### config.mk
export PLATFORM = sky130hd
export DESIGN_NAME = rom_arbiter
export DESIGN_NICKNAME = d
export VERILOG_FILES = /design/src/rtl/rom_arb_pkg.sv /design/src/rtl/rom_arb_steer.sv /design/src/rtl/rom_arbiter.sv
export SDC_FILE = /design/constraint.sdc
export NUM_CORES = 1
export LEC_CHECK = 0
export ABC_AREA = 0
export CORE_MARGIN = 2
export CORE_UTILIZATION = 41
export CTS_CLUSTER_DIAMETER = 30
export CTS_CLUSTER_SIZE = 24
export DETAILED_ROUTE_END_ITERATION = 6
export PLACE_DENSITY = 0.87
export SLEW_MARGIN = 20
export SYNTH_ARGS = -nofsm -noshare
export SYNTH_HDL_FRONTEND = slang
export SYNTH_SLANG_ARGS = --single-unit
### constraint.sdc
create_clock -name clk -period 5.7 [get_ports clk]
set_input_delay 1.14 -clock clk [delete_from_list [all_inputs] [get_ports clk]]
set_output_delay 1.14 -clock clk [all_outputs]
set_load 0.01 [all_outputs]
### src/rtl/rom_arb_pkg.sv
// Shared types and the address range check for the dual-bank ROM arbiter.
package rom_arb_pkg;

  typedef enum logic {
    PORT_IFU = 1'b0,
    PORT_DAT = 1'b1
  } port_e;

  typedef struct packed {
    port_e port;
    logic  odd;
    logic  wide;
    logic  err;
  } rsp_tag_t;

  // Offsets wrap at 16 bits, so addresses just below the base land far out of range.
  function automatic logic inRange(input logic [15:0] addr, input logic wide,
                                   input logic [15:0] base, input logic [16:0] size);
    logic [15:0] offset;
    logic [15:0] offsetNext;
    offset     = addr - base;
    offsetNext = offset + 16'd1;
    return ({1'b0, offset} < size) && (!wide || ({1'b0, offsetNext} < size));
  endfunction

endpackage

### src/rtl/rom_arb_steer.sv
// Byte-lane steering of the two ROM bank bytes into a little-endian response word.
module rom_arb_steer
  import rom_arb_pkg::*;
(
  input  rsp_tag_t    tag_i,
  input  logic [7:0]  evenByte_i,
  input  logic [7:0]  oddByte_i,
  output logic [15:0] data_o
);

  // An odd start address swaps the lanes; the high byte only exists for wide reads.
  always_comb begin
    data_o = 16'h0000;
    if (!tag_i.err) begin
      data_o[7:0] = tag_i.odd ? oddByte_i : evenByte_i;
      if (tag_i.wide) begin
        data_o[15:8] = tag_i.odd ? evenByte_i : oddByte_i;
      end
    end
  end

endmodule

### src/rtl/rom_arbiter.sv
// Arbitrates the ifu and data ports onto a dual-bank (even/odd byte) synchronous ROM.
// Define ROM_ARB_FAIR_EN for round-robin tie breaking; otherwise dat has fixed priority.
module rom_arbiter
  import rom_arb_pkg::*;
#(
  parameter int unsigned SIZE    = 2048,
  parameter logic [15:0] ROMBASE = 16'h4000
) (
  input  logic        clk,
  input  logic        reset,
  input  logic        ifu_req,
  input  logic [15:0] ifu_addr,
  input  logic        ifu_wide,
  output logic        ifu_gnt,
  output logic        ifu_rvalid,
  output logic [15:0] ifu_rdata,
  output logic        ifu_rerr,
  input  logic        dat_req,
  input  logic [15:0] dat_addr,
  input  logic        dat_wide,
  output logic        dat_gnt,
  output logic        dat_rvalid,
  output logic [15:0] dat_rdata,
  output logic        dat_rerr,
  output logic [14:0] rom_addr_even,
  output logic [14:0] rom_addr_odd,
  input  logic [7:0]  rom_data_even,
  input  logic [7:0]  rom_data_odd
);

  logic        ifuGnt;
  logic        datGnt;
  logic        anyGnt;
  port_e       selPort;
  logic [15:0] selAddr;
  logic [15:0] addrInc;
  logic        selWide;
  logic [14:0] evenAddr_d, evenAddr_q;
  logic [14:0] oddAddr_d, oddAddr_q;
  logic        valid_d, valid_q;
  rsp_tag_t    tag_d, tag_q;
  logic [15:0] steerData;

`ifdef ROM_ARB_FAIR_EN
  port_e lastGnt_d, lastGnt_q;
`endif

  // Grants are suppressed during reset so nothing is issued into a clearing pipeline.
  always_comb begin
    ifuGnt = 1'b0;
    datGnt = 1'b0;
    if (!reset) begin
      if (ifu_req && dat_req) begin
`ifdef ROM_ARB_FAIR_EN
        if (lastGnt_q == PORT_DAT) begin
          ifuGnt = 1'b1;
        end else begin
          datGnt = 1'b1;
        end
`else
        datGnt = 1'b1;
`endif
      end else if (ifu_req) begin
        ifuGnt = 1'b1;
      end else if (dat_req) begin
        datGnt = 1'b1;
      end
    end
  end

  // An odd address needs the even byte of the next word, hence the 16-bit increment.
  always_comb begin
    anyGnt    = ifuGnt || datGnt;
    selPort   = datGnt ? PORT_DAT : PORT_IFU;
    selAddr   = datGnt ? dat_addr : ifu_addr;
    selWide   = datGnt ? dat_wide : ifu_wide;
    addrInc   = selAddr + 16'd1;
    oddAddr_d = anyGnt ? selAddr[15:1] : oddAddr_q;
    evenAddr_d = evenAddr_q;
    if (anyGnt) begin
      evenAddr_d = selAddr[0] ? addrInc[15:1] : selAddr[15:1];
    end
    valid_d = anyGnt;
    tag_d   = '{port: selPort, odd: selAddr[0], wide: selWide,
                err: !inRange(selAddr, selWide, ROMBASE, 17'(SIZE))};
  end

`ifdef ROM_ARB_FAIR_EN
  assign lastGnt_d = anyGnt ? selPort : lastGnt_q;

  always_ff @(posedge clk or posedge reset) begin
    if (reset) begin
      lastGnt_q <= PORT_DAT;
    end else begin
      lastGnt_q <= lastGnt_d;
    end
  end
`endif

  always_ff @(posedge clk or posedge reset) begin
    if (reset) begin
      evenAddr_q <= 15'h0000;
      oddAddr_q  <= 15'h0000;
      valid_q    <= 1'b0;
      tag_q      <= '{port: PORT_IFU, odd: 1'b0, wide: 1'b0, err: 1'b0};
    end else begin
      evenAddr_q <= evenAddr_d;
      oddAddr_q  <= oddAddr_d;
      valid_q    <= valid_d;
      tag_q      <= tag_d;
    end
  end

  rom_arb_steer u_steer (
    .tag_i      (tag_q),
    .evenByte_i (rom_data_even),
    .oddByte_i  (rom_data_odd),
    .data_o     (steerData)
  );

  assign ifu_gnt       = ifuGnt;
  assign dat_gnt       = datGnt;
  assign rom_addr_even = evenAddr_d;
  assign rom_addr_odd  = oddAddr_d;

  assign ifu_rvalid = valid_q && (tag_q.port == PORT_IFU);
  assign dat_rvalid = valid_q && (tag_q.port == PORT_DAT);
  assign ifu_rdata  = ifu_rvalid ? steerData : 16'h0000;
  assign dat_rdata  = dat_rvalid ? steerData : 16'h0000;
  assign ifu_rerr   = ifu_rvalid && tag_q.err;
  assign dat_rerr   = dat_rvalid && tag_q.err;

endmodule

==> out/qor.txt <==
CORE AREA -> 5851 sq um
Die height -> 81.16 microns
Layout Nets -> 472
Ys flop type -> dfrtp_1
H-tree Lvls -> 2
Worst setup startpoint -> reset
R2r worst-path depth -> 4
Slew @ Worst Pin -> 0.8908 ns
Synth Area per Inst -> 8.360 sq um
# IOs -> 122
Crit-path cells -> clkdlybuf4s50_1 > nand2b_4 > inv_6 > mux2i_1 > inv_1 > ha_1 > or4b_4 > nor2_1 > xnor2_1 > a211o_1 > o21ai_0 > clkdlybuf4s50_1
Initial DRC Count -> 147
Largest stage delay on the critical path -> 0.59 ns
Setup TNS -> 0 ns
Clock tree buffer depth -> 2
Die Area -> 6587 sq um
Final Setup Violations -> 0
Syn Nets -> 349
Async set or reset register ratio after synthesis -> 100.0%
Largest net degree at the start of global routing -> 36
Register area share after synthesis -> 35.88%
Synth warn -> 0
WL/cell -> 14.98 microns
CP arrival -> 4.29 ns
Status -> completed
Number of CTS-inserted buffers -> 5
Peak VDD IR -> 0.1955 mV
Minimum clock period -> 5.428 ns
Std cell rows -> 28
Worst path most repeated cell -> clkdlybuf4s50_1
Die Span X -> 81.16 microns
Max-cap violations -> 0
N_diodes -> 0
Worst hold path class -> reg -> reg
Period utilization -> 95.24%
CTS root buf -> clkbuf_8
Syn Inst Count -> 292
Drt total wl -> 7354 microns
CP endpoint kind -> output port
FF-to-FF setup slack -> 4.84 ns
First-pass detailed-route iteration total -> 4
Final HPWL DP -> 5755 microns
RR Endpoint -> evenAddr_q[1]
Worst R2R Start -> evenAddr_q[1]
Cell Pwr Density -> 216.0 nW/um^2
Crit-path max FO -> 8
Initial core utilization -> 41.72%
Total power -> 0.0008416 W
Final worst slack -> 0.2715 ns
Synth-to-Final Area Change -> 59.61%
DRC -> 0
Rel. slew slack -> 40.61%
FF+latch count, synth -> 35
Detail Route Antenna Nets -> 0
Share of layout cells above drive strength 1 -> 6.250%
Final core utilization -> 66.60%
Tot GR Track Use -> 22.29%
Final hold vios -> 0
Via density -> 5.202
Most common cell after layout, fill and taps aside -> clkdlybuf4s50_1
Initial antenna violation count -> 0
Dpl ws -> 0.1678 ns
Via count -> 2554
Unrepaired setup endpoints after global routing -> no
Final-report max-slew violation count -> 0
Commonest non-fill, non-tap cells in the layout -> clkdlybuf4s50_1, nor2_1, nand2_1
I/O Buffers -> 121
CTS tree -> built
Gpl congestion -> 0.9021
Post-route clock skew -> 0 ns
Synthesized area -> 2441 sq um
CP startpoint kind -> input pin
GR Overflow Total -> 0
Post-CTS Hold Fix Bufs -> 0
Slowest cell on the critical path -> clkdlybuf4s50_1
Distinct cells, synth -> 43
Crit Path Class -> in -> out
Clk sink count -> 35
Number of enable flip-flop cells after synthesis -> 0
Worst setup endpoint -> rom_addr_even[5]
Maximum clock rate -> 184.2 MHz
Vias in the first global route -> 2407
Required @ worst endpoint -> 4.56 ns
Global-route wire length before repair -> 11170 microns
Worst skew pair latency -> 0.29 ns
Clk slew on worst S/H paths -> 0.08 ns
Pleak -> 1.605 nW
## layout make-up
type	count	area, sq um
fill	476	1954
multi-input combinational	237	1481
timing repair buffer	131	1289
sequential	35	875.8
tap	75	93.84
clock buffer	6	72.57
clock inverter	2	60.06
inverter	5	23.77
## flip-flops by register name, summed over array words and instances (netlist names)
name / count
evenAddr_q: 15
oddAddr_q: 15
tag_q: 4
valid_q: 1
## power breakdown
| group | switching, W | total (W) | leakage, nW | internal, W |
|---|---|---|---|---|
| clock network | 0.0000958 | 0.000271 | 0.0654 | 0.000175 |
| registers | 0.0000141 | 0.000297 | 0.409 | 0.000282 |
| logic | 0.000127 | 0.000274 | 1.13 | 0.000147 |
## metrics by stage
stage | hold WS (ns) | instances | instance area [sq um]
2_1_floorplan | 0.4959 | 292 | 2441
3_3_place_gp | 0.4483 | 483 | 3761
3_5_place_dp | 0.4612 | 483 | 3761
4_1_cts | 0.4783 | 491 | 3894
5_1_grt | 0.5209 | 491 | 3896
6_report | 0.4804 | 491 | 3896
## repair_timing
action | 4_1_cts | 5_1_grt
setup endpoints to repair | 0 | 1
endpoints found under the hold margin | 0 | 0
resized for setup | 0 | 1
setup buffers | 0 | 0
## logic make-up after synthesis
group	share of synthesized area, %
xor gates and xnor gates	8.252
muxes	14.97
buffers and inverters	3.639
AOI/OAI and AO/OA	11.69
DFF	35.88
adders and majority gates	1.538
and+or+nand+nor	24.04
## layer usage
metal  wire length [microns]  vias up  track usage [%]
li1                        -     1239                -
met1                    2788     1173            24.36
met2                    3702      128            41.74
met3                     714       14            4.556
met4                     149        0            8.983
met5                       0        -                0
## worst min-delay path by stage
| stage | startpoint | to | slack [ns] | depth (start not counted) |
|---|---|---|---|---|
| 6_report | evenAddr_q[12] | evenAddr_q[12] | 0.48 | 2 |
| 2_1_floorplan | evenAddr_q[0] | evenAddr_q[0] | 0.50 | 2 |
| 3_5_place_dp | evenAddr_q[12] | evenAddr_q[12] | 0.46 | 2 |
| 3_3_place_gp | evenAddr_q[12] | evenAddr_q[12] | 0.45 | 2 |
| 4_1_cts | evenAddr_q[12] | evenAddr_q[12] | 0.48 | 2 |
| 5_1_grt | evenAddr_q[12] | evenAddr_q[12] | 0.52 | 2 |
## critical path, delay by kind of cell
kind,cells,cell delay (ns)
compound gates,2,0.40
simple gates,3,0.93
buf+inv,4,1.33
fa+ha+maj,1,0.21
mux,1,0.17
xor+xnor,1,0.09
## synth_stat cells (4+ instances only)
master	number	area [sq um]
a21oi_1	13	65.06
nand2_1	44	165.2
nor2_1	55	206.5
dfrtp_1	35	875.8
mux2i_1	34	340.3
clkbuf_1	12	45.04
o21ai_0	15	75.07
and2_1	4	25.02
xnor2_1	14	122.6
a211o_1	4	35.03
xor2_1	9	78.83
nand3_1	5	25.02
(Power assumes the default switching activity.)
